[src/rtl/inport_ioc_bank.sv]
// Port-mapped input bank: per-pin synchroniser, optional debounce, rising/falling
// interrupt-on-change with sticky flags, W1C clear and a global acknowledge.
module inport_ioc_bank #(
  parameter int unsigned WIDTH           = 8,
  parameter logic [7:0]  BASE_ADDR       = 8'h00,
  parameter int unsigned SYNC_STAGES     = 2,
  parameter int unsigned DEBOUNCE_CYCLES = 0
) (
  input  logic             clk,
  input  logic             rst,
  input  logic [7:0]       address,
  input  logic [7:0]       data_in,
  input  logic             wen,
  input  logic             ren,
  output logic [7:0]       data_out,
  output logic             rd_hit,
  input  logic [WIDTH-1:0] pins,
  output logic             int_out,
  input  logic             int_ack
);

  logic [SYNC_STAGES-1:0][WIDTH-1:0] sync_q, sync_d;
  logic [WIDTH-1:0] s_last, stable, stable_prev_q;
  logic [WIDTH-1:0] pos_en_q, pos_en_d, neg_en_q, neg_en_d;
  logic [WIDTH-1:0] flags_q, flags_d, w1c, rise, fall;
  logic [7:0]       data_out_q, data_out_d, rd_word;
  logic             rd_hit_q, rd_hit_d;
  logic             hit;
  logic [1:0]       offset;

  // Upper data_in bits are don't-care when WIDTH < 8.
  logic unused_data_in;
  assign unused_data_in = ^data_in;

  assign hit    = (address[7:2] == BASE_ADDR[7:2]);
  assign offset = address[1:0];

  // Synchroniser chain: stage 0 samples the raw pins.
  always_comb begin
    sync_d[0] = pins;
    for (int i = 1; i < int'(SYNC_STAGES); i++) begin
      sync_d[i] = sync_q[i-1];
    end
  end

  assign s_last = sync_q[SYNC_STAGES-1];

  // Per-bit debounce; bypassed when DEBOUNCE_CYCLES is 0.
  if (DEBOUNCE_CYCLES == 0) begin : g_nodb
    assign stable = s_last;
  end else begin : g_db
    localparam int unsigned CntW = $clog2(DEBOUNCE_CYCLES + 1);
    localparam logic [CntW-1:0] CntMax = CntW'(DEBOUNCE_CYCLES - 1);
    logic [WIDTH-1:0][CntW-1:0] cnt_q, cnt_d;
    logic [WIDTH-1:0]           stable_q, stable_d;

    // Accept a change only after it persists for DEBOUNCE_CYCLES cycles.
    always_comb begin
      cnt_d    = cnt_q;
      stable_d = stable_q;
      for (int i = 0; i < int'(WIDTH); i++) begin
        if (s_last[i] == stable_q[i]) begin
          cnt_d[i] = '0;
        end else if (cnt_q[i] == CntMax) begin
          stable_d[i] = s_last[i];
          cnt_d[i]    = '0;
        end else begin
          cnt_d[i] = cnt_q[i] + 1'b1;
        end
      end
    end

    // Debounce state register.
    always_ff @(posedge clk) begin
      if (rst) begin
        cnt_q    <= '0;
        stable_q <= '0;
      end else begin
        cnt_q    <= cnt_d;
        stable_q <= stable_d;
      end
    end

    assign stable = stable_q;
  end

  // Edge detection gated by the enables as they stand now.
  assign rise = stable & ~stable_prev_q & pos_en_q;
  assign fall = ~stable & stable_prev_q & neg_en_q;

  // Register writes, W1C mask and flag update (set beats clear).
  always_comb begin
    pos_en_d = pos_en_q;
    neg_en_d = neg_en_q;
    w1c      = '0;
    if (wen && hit) begin
      case (offset)
        2'd1:    pos_en_d = data_in[WIDTH-1:0];
        2'd2:    neg_en_d = data_in[WIDTH-1:0];
        2'd3:    w1c      = data_in[WIDTH-1:0];
        default: ;
      endcase
    end
    flags_d = (rise | fall) | (flags_q & ~(w1c | {WIDTH{int_ack}}));
  end

  // Read mux and registered read port.
  always_comb begin
    rd_word = '0;
    case (offset)
      2'd0:    rd_word[WIDTH-1:0] = stable;
      2'd1:    rd_word[WIDTH-1:0] = pos_en_q;
      2'd2:    rd_word[WIDTH-1:0] = neg_en_q;
      default: rd_word[WIDTH-1:0] = flags_q;
    endcase
    data_out_d = data_out_q;
    rd_hit_d   = 1'b0;
    if (ren && hit) begin
      data_out_d = rd_word;
      rd_hit_d   = 1'b1;
    end
  end

  // Main state register.
  always_ff @(posedge clk) begin
    if (rst) begin
      sync_q        <= '0;
      stable_prev_q <= '0;
      pos_en_q      <= '0;
      neg_en_q      <= '0;
      flags_q       <= '0;
      data_out_q    <= '0;
      rd_hit_q      <= 1'b0;
    end else begin
      sync_q        <= sync_d;
      stable_prev_q <= stable;
      pos_en_q      <= pos_en_d;
      neg_en_q      <= neg_en_d;
      flags_q       <= flags_d;
      data_out_q    <= data_out_d;
      rd_hit_q      <= rd_hit_d;
    end
  end

  assign data_out = data_out_q;
  assign rd_hit   = rd_hit_q;
  assign int_out  = |flags_q;

endmodule

[config.mk]
export PLATFORM = sky130hd
export DESIGN_NAME = inport_ioc_bank
export DESIGN_NICKNAME = d
export VERILOG_FILES = /design/src/rtl/inport_ioc_bank.sv
export SDC_FILE = /design/constraint.sdc
export NUM_CORES = 1
export LEC_CHECK = 0
export ABC_AREA = 1
export CAP_MARGIN = 20
export CORE_ASPECT_RATIO = 1.5
export CORE_MARGIN = 2
export CORE_UTILIZATION = 40
export CTS_CLUSTER_DIAMETER = 150
export DETAILED_ROUTE_END_ITERATION = 10
export PLACE_DENSITY = 0.65
export SYNTH_ARGS = -nofsm -noshare
export SYNTH_HDL_FRONTEND = slang
export SYNTH_SLANG_ARGS = --single-unit
[constraint.sdc]
create_clock -name clk -period 1.4 [get_ports clk]
set_clock_uncertainty 0.15 [all_clocks]
set_input_delay 0.28 -clock clk [delete_from_list [all_inputs] [get_ports clk]]
set_output_delay 0.28 -clock clk [all_outputs]
set_load 0.005 [all_outputs]
After elaboration in Yosys (flattened, before gate mapping)
Cells that the tools add are included.
{ "word_totals": {"regBits": 57, "latchBits": 0, "mem_bits_rw": 0, "romBits": 0, "input_bits": 29, "out_inout_bits": 10, "elab_cells": 33, "memories": 0} }
{ "op_classes": {"addsub": 0, "n_mul": 0, "div_mod_pow": 0, "magnitude_cmp": 0, "n_eq_ne": 3, "n_shift": 0, "muxes": 4, "bitwise_logic": 11, "reduce_logical": 7} }
{ "op_table": {"columns": ["operator", "n"], "rows": [
  ["AND 8 bit", 5],
  ["inverter 8 bit", 3],
  ["bitwise OR 8 bit", 3],
  ["case mux 8 bit (3 select lines)", 1],
  ["2-to-1 mux 8 bit", 2],
  ["OR reduction 8 bit", 1],
  ["logical NOT 6 bit", 1],
  ["== test 2 bit (second input constant)", 2],
  ["AND reduction 2 bit", 2],
  ["== test 2 x 1 -> 1 bit (second input constant)", 1],
  ["logical AND 1 bit", 2],
  ["logical NOT 2 bit", 1],
  ["2-to-1 mux 1 bit", 1]
]} }

Longest topological paths before layout
{ "logic_depth": {"ltp_word": 7, "ltp_mapped": 8, "ltp_nobuf": 7} }

Worst setup path after synthesis
No wires, ideal clock.
{ "synth_path": {"path_kind": "input -> register", "start": "input port address[3]", "end": "register pos_en_q[1]", "setup_time_ns": 0.112, "t_arrival_ns": 1.056, "required_time_ns": 1.138, "path_slack_ns": 0.081, "cell_stages": 6, "path_buffers": 1, "path_cell_list": "or2_4 nor2_8 buf_4 nand4_1 nand2_1 nor2_2"} }
{ "synth_between": {"elab_chain_cells": 3} }
{ "synth_lines": {"columns": ["element", "line_no", "rtl"], "rows": [
  ["from (decl)", "11", "input logic [7:0] address,"],
  ["logical NOT 6 bit", "35", "assign hit = (address[7:2] == BASE_ADDR[7:2]);"],
  ["logical AND 1 bit", "96", "if (wen && hit) begin"],
  ["AND reduction 2 bit (no source line)", null, null],
  ["to (signal assigned)", "137", "pos_en_q <= pos_en_d;"],
  ["to (decl)", "24", "logic [WIDTH-1:0] pos_en_q, pos_en_d, neg_en_q, neg_en_d;"]
]} }
No other way between the ends.
A chain may end at the register's enable or synchronous reset.

Worst setup path in the final report
{ "layout_path": {"start": "register flags_q[6]", "end": "output port int_out"} }
{ "layout_between": {"elab_chain_cells": 1} }
{ "layout_lines": {"columns": ["element", "line_no", "rtl"], "rows": [
  ["from (decl)", "25", "logic [WIDTH-1:0] flags_q, flags_d, w1c, rise, fall;"],
  ["from (signal assigned)", "139", "flags_q <= flags_d;"],
  ["OR reduction 8 bit", "147", "assign int_out = |flags_q;"],
  ["to (decl)", "18", "output logic int_out,"]
]} }
No other way between the ends.

==> flow_summary.yaml <==
detailed_routing:
  first_iter_violations: 138
  dr_wl_met3_um: 388
  num_vias: 2378
  firstDrtPassIters: 5
  m1WireLength_um: 2688
  wire_per_inst_um: 11.51
  ant_nets: 0
  routed-wl-met2_um: 2777
  drc: 0
  routed_wl_um: 5984
  viasPerCell: 4.573
  highest-signal-layer: "met4"
placement:
  pre_cts_ws_ns: -0.4378
  place_congestion: 0.8528
  post-dp-hpwl_um: 4211
  place_area_um2: 3213
  dp_cells: 503
  port_buffers: 38
logic_synthesis:
  synth_cell_type_count: 21
  synthCells: 381
  synth_fp_nets: 410
  yosys_warnings: 0
  seq_area_frac_synth_pct: 43.85
  syn_area_per_cell_um2: 6.831
  syn-cell-area_um2: 2602
  synth_seq_cells: 57
finish:
  fin_area_um2: 3426
  post-route-util_pct: 53.56
  final_cell_mix: "nor2_1 (101), nand2_1 (80), dfxtp_1 (54)"
  nets: 468
  n_antenna_cell: 0
  drive_gt1_share_pct: 14.64
  final_common_cell: "nor2_1"
  area_delta_synth_final_pct: 31.63
  finalNonFillerCells: 520
floorplanning:
  fp.dieH_um: 102.8
  rows: 36
  io_pins: 39
  core-area_um2: 6396
  start_util_pct: 40.69
  die-area_um2: 7181
  die_x_um: 69.86
worst_setup_path:
  arrival_ns: 1.15
  cpPeakStageDelay_ns: 0.33
  path_max_fanout: 2
  startpoint_type: "register"
  worstPathCellList: "nor4_4, nand2_1, buf_2"
  path_buf_inv: 1
  cp-end-kind: "output pin"
  crit_family: "simple AND/OR/NAND/NOR gates"
  path_class: "register to output pin"
  cp.required_ns: 0.97
  slowest_stage: "dfxtp_2"
flow_run:
  drv_cap: 0
clock_network:
  clock_latency_ns: 0.34
  clkTransAtPathRegs_ns: 0.06
  cts_root_buf: "clkbuf_8"
  clock_sinks: 57
  cts_made_buffers: 9
  clockBufferDepth: 2
  tritoncts: "built"
  h-tree-depth: 3
timing:
  relSlewSlack_pct: 72.46
  tightest_slew_ns: 0.4127
  fmax_mhz: 634.7
  finalHoldViolCount: 0
  slew_viol_final: 0
  finalSetupTns_ns: -0.1755
  fin_crit_sh_pct: 112.5
  finalWorstSetupSlack_ns: -0.1755
  fin_crit_ns: 1.576
  rsz0062_at_grt: "yes"
  setup_violations: 1
grt:
  grt_antenna_before_repair: 0
  grt_pass1_wl_um: 10150
  grt_usage_pct: 18.20
  overflow: 0
  grt_pass1_vias: 2181
  grt_max_degree: 34
power_and_ir_drop:
  p_per_area_nw_per_um2: 969.7
  switching_share_pct: 23.83
  power.net_switching_uw: 791.8
  p_seq_share_pct: 50.2
  clkPwrFrac_pct: 40.5
  pwr-share-comb_pct: 9.3
  vdd_ir_drop_max_v: 0.0004462
  power_leakage_nw: 1.657
  p_int_mw: 2.530
run_status:
  violations: "setup timing"
  status: "finished, violations left"
hold_path:
  hold_path_class: "register to register"
==> worst min-delay path: stages (launching register included) <==
cell	delay (ns)
dfxtp_1	0.29
inv_1	0.04
nor2_1	0.03
==> synthesized netlist by cell type <==
| library cell | instances | share of area (%) |
|---|---|---|
| nand2_1 | 81 | 12 |
| nor2_4 | 2 | 0.87 |
| nor2_8 | 3 | 2.3 |
| nand2_2 | 2 | 0.48 |
| a21oi_1 | 15 | 2.9 |
| buf_1 | 3 | 0.43 |
| nand2_4 | 2 | 0.87 |
| nand4_1 | 18 | 4.3 |
| buf_4 | 2 | 0.58 |
| nand3_1 | 20 | 3.8 |
| clkbuf_1 | 4 | 0.58 |
| inv_1 | 51 | 7.4 |
| nor2_2 | 5 | 1.2 |
| dfxtp_1 | 57 | 44 |
| a31oi_1 | 1 | 0.24 |
| nor4_1 | 2 | 0.48 |
| buf_6 | 5 | 2.2 |
| inv_2 | 3 | 0.43 |
| nor2_1 | 102 | 15 |
| or2_4 | 1 | 0.34 |
| buf_2 | 2 | 0.38 |
==> state kept, by name, summed over array words and instances (netlist names) <==
| signal | cells |
|---|---|
| flags_q | 8 |
| s_last | 8 |
| pos_en_q | 8 |
| sync_d | 8 |
| rd_hit | 1 |
| data_out | 8 |
| stable_prev_q | 8 |
| neg_en_q | 8 |
==> worst paths after layout <==
kind | slack, ns | end | cells past startpoint | start
max | -0.18 | int_out | 3 | flags_q[6]
min | 0.25 | s_last[3] | 2 | sync_d[11]
min reg2reg | 0.25 | s_last[3] | 2 | sync_d[11]
max reg2reg | 0.38 | flags_q[7] | 5 | flags_q[7]
==> final cells by class <==
type | instances | area, um^2
clock buffer | 13 | 158.9
clock inverter | 3 | 15.01
fill | 644 | 2970
inverter | 54 | 202.7
multi-input combinational | 254 | 1186
sequential | 57 | 1145
tap | 76 | 95.09
timing repair buffer | 63 | 623.1
==> routing by layer <==
metal,global-route usage [%],up-vias
li1,-,1280
met1,22.24,1004
met2,29.38,77
met3,5.474,17
met4,8.876,0
met5,0,-
==> cell families after synthesis <==
group / share of synthesized area (%)
AND/OR/NAND/NOR: 41.11
buffers and inverters: 11.92
flip-flops: 43.85
AO/OA/AOI/OAI: 3.125
==> stage by stage <==
step | hold WS (ns) | total power, mW
after floorplan | 0.2370 | 1.843
after global placement | 0.2400 | 2.009
after detailed placement | 0.2428 | 2.013
after CTS | 0.2514 | 3.368
after global routing | 0.2659 | 3.486
final | 0.2503 | 3.322
==> power groups by stage <==
stage / clock (mW) / combinational (mW) / sequential, mW
6_report: 1.35 / 0.308 / 1.67
5_1_grt: 1.48 / 0.339 / 1.67
4_1_cts: 1.39 / 0.309 / 1.67
3_5_place_dp: 0 / 0.309 / 1.70
3_3_place_gp: 0 / 0.306 / 1.70
2_1_floorplan: 0 / 0.144 / 1.70
==> timing repair <==
action	in CTS	in global routing
endpoints found under the setup margin	41	21
hold buffers	0	0
buffers inserted	1	0
pin swaps	13	3
endpoints found under the hold margin	0	0
gates resized for setup	31	3
No activity file was read; power rests on OpenSTA's default activity.
